<file path="config.mk">
export PLATFORM = sky130hd
export DESIGN_NAME = md_issue_ctrl
export DESIGN_NICKNAME = d
export VERILOG_FILES = /design/src/rtl/md_pkg.sv /design/src/rtl/md_funct_decode.sv /design/src/rtl/md_issue_ctrl.sv
export SDC_FILE = /design/constraint.sdc
export NUM_CORES = 1
export LEC_CHECK = 0
export BUFFER_PORTS_ARGS = -buffer_cell sky130_fd_sc_hd__buf_2
export CELL_PAD_IN_SITES_DETAIL_PLACEMENT = 1
export CELL_PAD_IN_SITES_GLOBAL_PLACEMENT = 1
export CORE_MARGIN = 3
export CORE_UTILIZATION = 37
export DETAILED_ROUTE_END_ITERATION = 7
export PLACE_DENSITY = 0.87
export SYNTH_ARGS = -nofsm -noshare
export SYNTH_HDL_FRONTEND = slang
export SYNTH_HIERARCHICAL = 1
export SYNTH_SLANG_ARGS = --single-unit
</file>
<file path="constraint.sdc">
create_clock -name clk -period 3.9 [get_ports clk]
set_input_delay 0.78 -clock clk [delete_from_list [all_inputs] [get_ports clk]]
set_output_delay 0.78 -clock clk [all_outputs]
set_load 0.01 [all_outputs]
</file>
<file path="src/rtl/md_pkg.sv">
// Shared definitions for the hi/lo multiply/divide issue controller:
// MDU function codes, MIPS funct encodings and the controller state type.
package md_pkg;

    // Function codes driven to the MDU
    localparam logic [3:0] F_MFHI = 4'b0000;
    localparam logic [3:0] F_MTHI = 4'b0001;
    localparam logic [3:0] F_MFLO = 4'b0010;
    localparam logic [3:0] F_MTLO = 4'b0011;
    localparam logic [3:0] F_NOP  = 4'b0100;
    localparam logic [3:0] F_MULT = 4'b1000;
    localparam logic [3:0] F_DIV  = 4'b1010;

    // MIPS SPECIAL funct field encodings handled by the controller
    localparam logic [5:0] FN_MFHI = 6'h10;
    localparam logic [5:0] FN_MTHI = 6'h11;
    localparam logic [5:0] FN_MFLO = 6'h12;
    localparam logic [5:0] FN_MTLO = 6'h13;
    localparam logic [5:0] FN_MULT = 6'h18;
    localparam logic [5:0] FN_DIV  = 6'h1A;

    typedef enum logic [1:0] {
        IDLE  = 2'd0,
        ISSUE = 2'd1,
        BUSY  = 2'd2
    } md_state_t;

endpackage

</file>
<file path="src/rtl/md_funct_decode.sv">
// Combinational decode of a MIPS funct field into an MDU function code
// plus classification flags used by the issue controller.
module md_funct_decode
    import md_pkg::*;
(
    input  logic [5:0] funct,
    output logic [3:0] f_code,
    output logic       is_mf,
    output logic       is_muldiv,
    output logic       illegal
);

    // Map funct to F code; anything unrecognised is flagged illegal and maps to NOP
    always_comb begin
        f_code    = F_NOP;
        is_mf     = 1'b0;
        is_muldiv = 1'b0;
        illegal   = 1'b0;
        unique case (funct)
            FN_MFHI: begin f_code = F_MFHI; is_mf = 1'b1; end
            FN_MFLO: begin f_code = F_MFLO; is_mf = 1'b1; end
            FN_MTHI: f_code = F_MTHI;
            FN_MTLO: f_code = F_MTLO;
            FN_MULT: begin f_code = F_MULT; is_muldiv = 1'b1; end
            FN_DIV:  begin f_code = F_DIV;  is_muldiv = 1'b1; end
            default: illegal = 1'b1;
        endcase
    end

endmodule

</file>
<file path="src/rtl/md_issue_ctrl.sv">
// Initiator-side issue controller for the hi/lo multiply/divide unit.
// Accepts decoded funct requests, drives registered function code/operands
// to the MDU, models MULT/DIV occupancy and returns MFHI/MFLO read data.
// Optional: define MD_DIV0_TRAP_EN to suppress DIV by zero and pulse div0.
module md_issue_ctrl
    import md_pkg::*;
#(
    parameter int unsigned N       = 32,
    parameter int unsigned MUL_LAT = 3,
    parameter int unsigned DIV_LAT = 4
) (
    input  logic         clk,
    input  logic         reset,
    input  logic         req_valid,
    output logic         req_ready,
    input  logic [5:0]   req_funct,
    input  logic [N-1:0] req_a,
    input  logic [N-1:0] req_b,
    output logic [3:0]   md_f,
    output logic [N-1:0] md_a,
    output logic [N-1:0] md_b,
    input  logic [N-1:0] md_y,
    output logic         rsp_valid,
    input  logic         rsp_ready,
    output logic [N-1:0] rsp_data,
`ifdef MD_DIV0_TRAP_EN
    output logic         div0,
`endif
    output logic         err
);

    localparam int unsigned MAX_LAT = (MUL_LAT > DIV_LAT) ? MUL_LAT : DIV_LAT;
    localparam int unsigned CW      = $clog2(MAX_LAT + 1);
    localparam logic [CW-1:0] MUL_CNT = CW'(MUL_LAT - 1);
    localparam logic [CW-1:0] DIV_CNT = CW'(DIV_LAT - 1);

    md_state_t     state_q, state_d;
    logic [CW-1:0] cnt_q, cnt_d;
    logic [3:0]    md_f_q, md_f_d;
    logic [N-1:0]  md_a_q, md_a_d;
    logic [N-1:0]  md_b_q, md_b_d;
    logic          rsp_valid_q, rsp_valid_d;
    logic [N-1:0]  rsp_data_q, rsp_data_d;
    logic          err_q, err_d;
    logic          op_mf_q, op_mf_d;

    logic [3:0]    dec_f;
    logic          dec_is_mf;
    logic          dec_is_muldiv;
    logic          dec_illegal;
    logic          accept;

    md_funct_decode u_decode (
        .funct     (req_funct),
        .f_code    (dec_f),
        .is_mf     (dec_is_mf),
        .is_muldiv (dec_is_muldiv),
        .illegal   (dec_illegal)
    );

    assign req_ready = (state_q == IDLE) && (!rsp_valid_q || rsp_ready);
    assign accept    = req_valid && req_ready;

`ifdef MD_DIV0_TRAP_EN
    logic div0_q, div0_d;
    logic div0_hit;
    assign div0_hit = (dec_f == F_DIV) && (req_b == '0);
    assign div0     = div0_q;
`endif

    // Next-state logic: accept/issue sequencing, occupancy countdown, response hold
    always_comb begin
        state_d     = state_q;
        cnt_d       = cnt_q;
        md_f_d      = F_NOP;
        md_a_d      = md_a_q;
        md_b_d      = md_b_q;
        rsp_valid_d = rsp_valid_q && !rsp_ready;
        rsp_data_d  = rsp_data_q;
        err_d       = 1'b0;
        op_mf_d     = op_mf_q;
`ifdef MD_DIV0_TRAP_EN
        div0_d      = 1'b0;
`endif
        unique case (state_q)
            IDLE: begin
                if (accept) begin
                    if (dec_illegal) begin
                        err_d = 1'b1;
                    end
`ifdef MD_DIV0_TRAP_EN
                    else if (div0_hit) begin
                        div0_d = 1'b1;
                    end
`endif
                    else begin
                        state_d = ISSUE;
                        md_f_d  = dec_f;
                        md_a_d  = req_a;
                        md_b_d  = req_b;
                        op_mf_d = dec_is_mf;
                        // Occupancy is preloaded at accept so ISSUE only has to test for zero
                        if (dec_is_muldiv)
                            cnt_d = (dec_f == F_DIV) ? DIV_CNT : MUL_CNT;
                        else
                            cnt_d = '0;
                    end
                end
            end
            ISSUE: begin
                if (op_mf_q) begin
                    rsp_data_d  = md_y;
                    rsp_valid_d = 1'b1;
                    state_d     = IDLE;
                end else if (cnt_q != '0) begin
                    state_d = BUSY;
                end else begin
                    state_d = IDLE;
                end
            end
            BUSY: begin
                cnt_d = cnt_q - CW'(1);
                if (cnt_q == CW'(1))
                    state_d = IDLE;
            end
            default: state_d = IDLE;
        endcase
    end

    // State and registered outputs, asynchronously reset
    always_ff @(posedge clk or posedge reset) begin
        if (reset) begin
            state_q     <= IDLE;
            cnt_q       <= '0;
            md_f_q      <= F_NOP;
            md_a_q      <= '0;
            md_b_q      <= '0;
            rsp_valid_q <= 1'b0;
            rsp_data_q  <= '0;
            err_q       <= 1'b0;
            op_mf_q     <= 1'b0;
        end else begin
            state_q     <= state_d;
            cnt_q       <= cnt_d;
            md_f_q      <= md_f_d;
            md_a_q      <= md_a_d;
            md_b_q      <= md_b_d;
            rsp_valid_q <= rsp_valid_d;
            rsp_data_q  <= rsp_data_d;
            err_q       <= err_d;
            op_mf_q     <= op_mf_d;
        end
    end

`ifdef MD_DIV0_TRAP_EN
    // Divide-by-zero trap pulse register
    always_ff @(posedge clk or posedge reset) begin
        if (reset)
            div0_q <= 1'b0;
        else
            div0_q <= div0_d;
    end
`endif

    assign md_f      = md_f_q;
    assign md_a      = md_a_q;
    assign md_b      = md_b_q;
    assign rsp_valid = rsp_valid_q;
    assign rsp_data  = rsp_data_q;
    assign err       = err_q;

endmodule

</file>
==> summary.txt, run 1 <==
Die X = 117 µm
Skew-Pair Late Insertion Delay = 350 ps
Synth Area in Compound Gates = 1.59%
Internal = 2.57 mW
CP max-delay cell = and3_4
GPL Wtd Cong = 0.743
vias in the first global route = 3341
mux contribution to synthesized area = 29.2%
DR vias/cell = 4.75
synth warn = 6
Tcrit/Tclk final = 63.2%
Psw = 1.10 mW
Post-Synth XOR/XNOR Area = 0%
delay-heaviest family, CP = simple AND/OR/NAND/NOR gates
element type at the critical path start = input port
Crit Path Max Fanout = 20
Initial Util = 39.0%
CTS Sinks = 108
CTS clk-pin slew, worst paths = 70 ps
Vias = 2972
H-tree levels = 3
setup TNS = 0 ps
core area = 0.0117 mm²
Synth Area in Simple Gates = 4.61%
# resized after CTS = 0
Layout Cells excl Fill = 626
Synth Area in Adders = 0.823%
Comb pwr share = 32.2%
pre-CTS setup slack = 1080 ps
CTS max path bufs = 2
synthesized flop and latch total = 108
Post-synth EDFFs = 0
share of cells above drive strength 1 = 68.7%
Site Rows = 39
die area = 0.0137 mm²
CTS tree = built
Primary FF master, synth = dfrtp_1
post-CTS setup buffers = 0
post-synthesis sequential area ratio = 59.3%
Mapped Nets = 375
Switching Fraction = 30.0%
antenna diode count = 0
Critical Path End Type = flip-flop
status = completed
clock skew = 5.40 ps
Cell Area, Placed = 0.00566 mm²
Leak = 3.03 nW
worst vdd ir = 307 µV
cts bufs inserted = 9
root buffer cell = clkbuf_16
largest net degree at the start of global routing = 52
I/O Pins = 209
Hold Buf Count CTS = 0
Synth Instances = 266
Die H = 117 µm
f_max = 405 MHz
I/O Buffers = 208
worst path bufs/invs = 2
Tot GR Track Use = 16.5%
# DRC = 0
crit path DAT = 2700 ps
initial antenna violation count = 0
Pre-antenna DRT Iters = 4
hold depth = 1
Worst path depth = 7
Mapped Avg Cell Area = 17.1 µm²
ANT nets after route = 0
Rel. slew slack = 56.7%
area grow syn2layout = 29.9%
worst slew pin tran = 650 ps
Max stage delay on crit path = 450 ps
clock share of power = 22.8%
CP Cell Sequence = buf_2 -> nor2_2 -> nand3_1 -> nor2b_1 -> and3_4 -> buf_4 -> mux2_2
Post-DP HPWL = 8.60 mm
power density over the cells = 619 mW/mm²
post-synth cell types = 32
Flop pwr share = 45.0%
Final WS setup = 1430 ps
Final Critical Period = 2470 ps
drt total wl = 11.3 mm
R2R depth = 4
routed len/inst = 18.1 µm
Crit path required time = 4130 ps
fraction of registers with async set/reset = 100%
final slew viol count = 0
Hold Crit Class = reg2reg
Synth Cell Area = 0.00456 mm²
RSZ-0062 raised after global routing = no
flop2flop setup slack = 1940 ps
first-pass GRT wire length = 17.0 mm
maxcap violations = 0
global route total overflow = 0
Setup Viol. Count Final = 0
largest family of logic cells by synthesized area = multiplexers
drt first-iter violations = 102
Finished Cell Area = 0.00593 mm²
endpoints failing hold = 0
placed cell count = 610
critical path class = in2reg
fin nets = 587
==> final cells by class <==
class / count / area [µm²]
multi-input combinational: 140 / 1650
fill: 1260 / 5790
clock inverter: 6 / 41.3
clock buffer: 10 / 229
tap: 143 / 179
inverter: 5 / 21.3
sequential: 108 / 2700
timing repair buffer: 214 / 1100
==> worst paths after layout <==
check,from,end
max,req_funct[5],md_a[30]
min,rsp_data[24],rsp_data[24]
max reg2reg,state_q[0],md_a[30]
min reg2reg,rsp_data[24],rsp_data[24]
max in group asynchronous,reset,md_b[23]
min in group asynchronous,reset,md_a[7]
==> logic make-up after synthesis <==
kind of cell,after synthesis
adders and majority gates,3
and+or+nand+nor,30
DFF,108
muxes,97
buffers and inverters,18
AOI/OAI and AO/OA,10
==> through the flow <==
step	utilization, %	power, mW	hold slack (ps)
floorplan	-	2.35	482
global placement	48.3	2.79	482
global route	50.6	3.90	519
CTS	50.6	3.73	503
detailed placement	48.3	2.87	488
finish	50.6	3.67	502
==> placed cells by master (no fill, tap or decap), types with 2 or more instances in the layout <==
cell type and instances:
nor2b_1 3, o311ai_0 2, clkinvlp_4 3, ha_1 3, nand2b_1 3, mux2_2 33, inv_1 4, dfrtp_1 107
clkinv_2 2, clkbuf_16 9, nor2_2 2, and4b_1 3, o21ai_0 3, mux2_4 64, nand4_1 2, buf_2 208
a211oi_1 2, and2_1 5, nand2_1 3, buf_4 5
==> state kept, by name (all words and copies together), names as in the netlist <==
signal	count
err	1
cnt_q	3
md_b	32
state_q	2
md_f	4
op_mf_q	1
rsp_data	32
rsp_valid	1
md_a	32
==> cells in the mapped netlist, types with 2 or more instances <==
library cell	count	area (µm²)
nand2_1	3	11.3
ha_1	3	37.5
a211oi_1	2	15.0
nor2b_1	3	18.8
nor2_2	2	12.5
mux2_2	33	372
and2_1	5	31.3
and4b_1	3	30.0
nand4_1	2	12.5
buf_4	4	30.0
o21ai_0	3	15.0
dfrtp_1	107	2680
nand2b_1	3	18.8
mux2_4	64	961
buf_12	7	140
inv_1	5	18.8
o311ai_0	2	17.5
==> power by group through the flow <==
stage | Combinational [mW] | Sequential, mW | Clock (mW)
2_1_floorplan | 0.561 | 1.79 | 0
3_3_place_gp | 1.16 | 1.64 | 0
3_5_place_dp | 1.20 | 1.67 | 0
4_1_cts | 1.21 | 1.66 | 0.870
5_1_grt | 1.28 | 1.70 | 0.921
6_report | 1.18 | 1.65 | 0.836
==> metal layers <==
| layer | vias to the layer above | global-route usage [%] | wire length [µm] |
|---|---|---|---|
| met5 | - | 0 | 0 |
| met4 | 0 | 6.27 | 187 |
| met3 | 17 | 5.45 | 752 |
| met2 | 121 | 31.3 | 6260 |
| met1 | 1483 | 16.4 | 4110 |
| li1 | 1351 | - | - |
(Power assumes the default switching activity.)
==> inputs of run 2 (changes only) <==
==> constraint.sdc (replaced) <==
create_clock -name clk -period 2.5 [get_ports clk]
set_input_delay 0.5 -clock clk [delete_from_list [all_inputs] [get_ports clk]]
set_output_delay 0.5 -clock clk [all_outputs]
set_load 0.01 [all_outputs]
==> summary.txt, run 2 (synthesized netlist as in run 1, its figures left out) <==
drt total wl = 12.0 mm (+6.4%)
I/O Buffers = 208 (unchanged)
worst setup path startpoint = req_funct[5]
area grow syn2layout = 31.5%
placed cell count = 610 (unchanged)
most frequent cells in the layout = 208 x buf_2, 107 x dfrtp_1, 64 x mux2_4
RSZ-0062 raised after global routing = no
Crit path required time = 2730 ps (-1400 ps)
Die H = 117 µm (unchanged)
largest net degree at the start of global routing = 39 (-25%)
CTS tree = built
root buffer cell = clkbuf_16
Vias = 3027 (+1.9%)
core area = 0.0117 mm² (unchanged)
ANT nets after route = 0 (unchanged)
# resized after CTS = 0 (unchanged)
worst vdd ir = 366 µV (+19%)
Util after Layout = 51.2% (+0.62 points)
element type at the critical path start = input port
CTS max path bufs = 2 (unchanged)
Worst R2R Start = state_q[0]
Rel. slew slack = 63.5% (+6.9 points)
H-tree levels = 3 (unchanged)
power density over the cells = 980 mW/mm² (+58%)
WHS = 199 ps (-304 ps)
clock skew = 7.50 ps (+2.10 ps)
Final Critical Period = 1860 ps
worst slew pin tran = 546 ps (-104 ps)
initial antenna violation count = 1 (+1)
CTS Sinks = 108 (unchanged)
maxcap violations = 0 (unchanged)
Layout fillers = 1231 (-2.3%)
GPL Wtd Cong = 0.773 (+4.0%)
Skew-Pair Late Insertion Delay = 350 ps (about the same)
Hold Crit Class = in2async
Finished Cell Area = 0.00600 mm² (+1.2%)
Leak = 3.05 nW (+0.81%)
Setup Viol. Count Final = 0 (unchanged)
Pwr Total = 5.88 mW (+60%)
Post-DP HPWL = 9.16 mm (+6.6%)
Die X = 117 µm (unchanged)
R2R depth = 4 (unchanged)
critical path class = in2reg
pre-CTS setup slack = 283 ps (-797 ps)
share of cells above drive strength 1 = 68.9% (+0.21 points)
final slew viol count = 0 (unchanged)
Final WS setup = 639 ps (-795 ps)
die area = 0.0137 mm² (unchanged)
setup TNS = 0 ps (unchanged)
DR vias/cell = 4.83 (+1.7%)
vias in the first global route = 3356 (+0.45%)
I/O Pins = 209 (unchanged)
routed len/inst = 19.2 µm (+6.3%)
status = completed
Initial Util = 39.0% (unchanged)
first-pass GRT wire length = 17.7 mm (+4.6%)
cts bufs inserted = 9 (unchanged)
commonest non-fill, non-tap cell in the layout = buf_2
Crit Path Max Fanout = 38 (+90%)
FF-to-FF End = md_b[25]
drt first-iter violations = 129 (+26%)
# DRC = 0 (unchanged)
Critical Path End Type = flip-flop
fin nets = 587 (unchanged)
CTS clk-pin slew, worst paths = 70 ps (about the same)
Hold Buf Count CTS = 0 (unchanged)
Pre-antenna DRT Iters = 4 (unchanged)
Tot GR Track Use = 17.0% (+0.58 points)
f_max = 537 MHz
Tcrit/Tclk final = 74.5%
Layout Cells excl Fill = 627 (+0.16%)
Cell Area, Placed = 0.00569 mm² (+0.69%)
Site Rows = 39 (unchanged)
crit path DAT = 2090 ps (-610 ps)
global route total overflow = 0 (unchanged)
flop2flop setup slack = 870 ps (-1070 ps)
endpoints failing hold = 0 (unchanged)
post-CTS setup buffers = 0 (unchanged)
run 2: layer usage:
layer	track usage (%)	vias to the layer above	share of wire, %
met4	6.19	0	2.2
met1	18.0	1535	37
met5	0	-	0
met3	4.73	23	6.2
met2	32.1	114	55
li1	-	1355	-
run 2: worst max path at each step:
stage / slack [ps] / endpoint / depth (start not counted)
2_1_floorplan: 630 / md_a[0] / 7
3_3_place_gp: 360 / md_a[0] / 7
3_5_place_dp: 280 / md_a[11] / 7
4_1_cts: 660 / md_a[4] / 7
5_1_grt: 510 / md_a[21] / 7
6_report: 640 / md_b[25] / 7
run 2: cell type report:
class	instances	area [µm²]	share of cell area (%)
well taps	143	179	2.98
diodes	1	2.50	0.0417
clock buffers	9	225	3.75
repair buffers	214	1140	18.9
multi-input cells	140	1650	27.6
flip-flops and latches	108	2700	45.1
inverters	5	22.5	0.375
clock inverters	7	76.3	1.27
run 2: where the power goes:
part	total (mW)	internal (mW)	switching [mW]	leakage, nW
registers	2.59	2.26	0.328	1.31
clock network	1.44	0.782	0.655	0.142
logic	1.85	1.08	0.774	1.61
total	5.88	4.12	1.76	3.05
run 2: critical path, stage by stage:
cell	delay (ps)
buf_2	100
nor2_2	180
nand3_1	170
nor2b_1	240
and3_4	260
buf_12	280
mux2_4	330
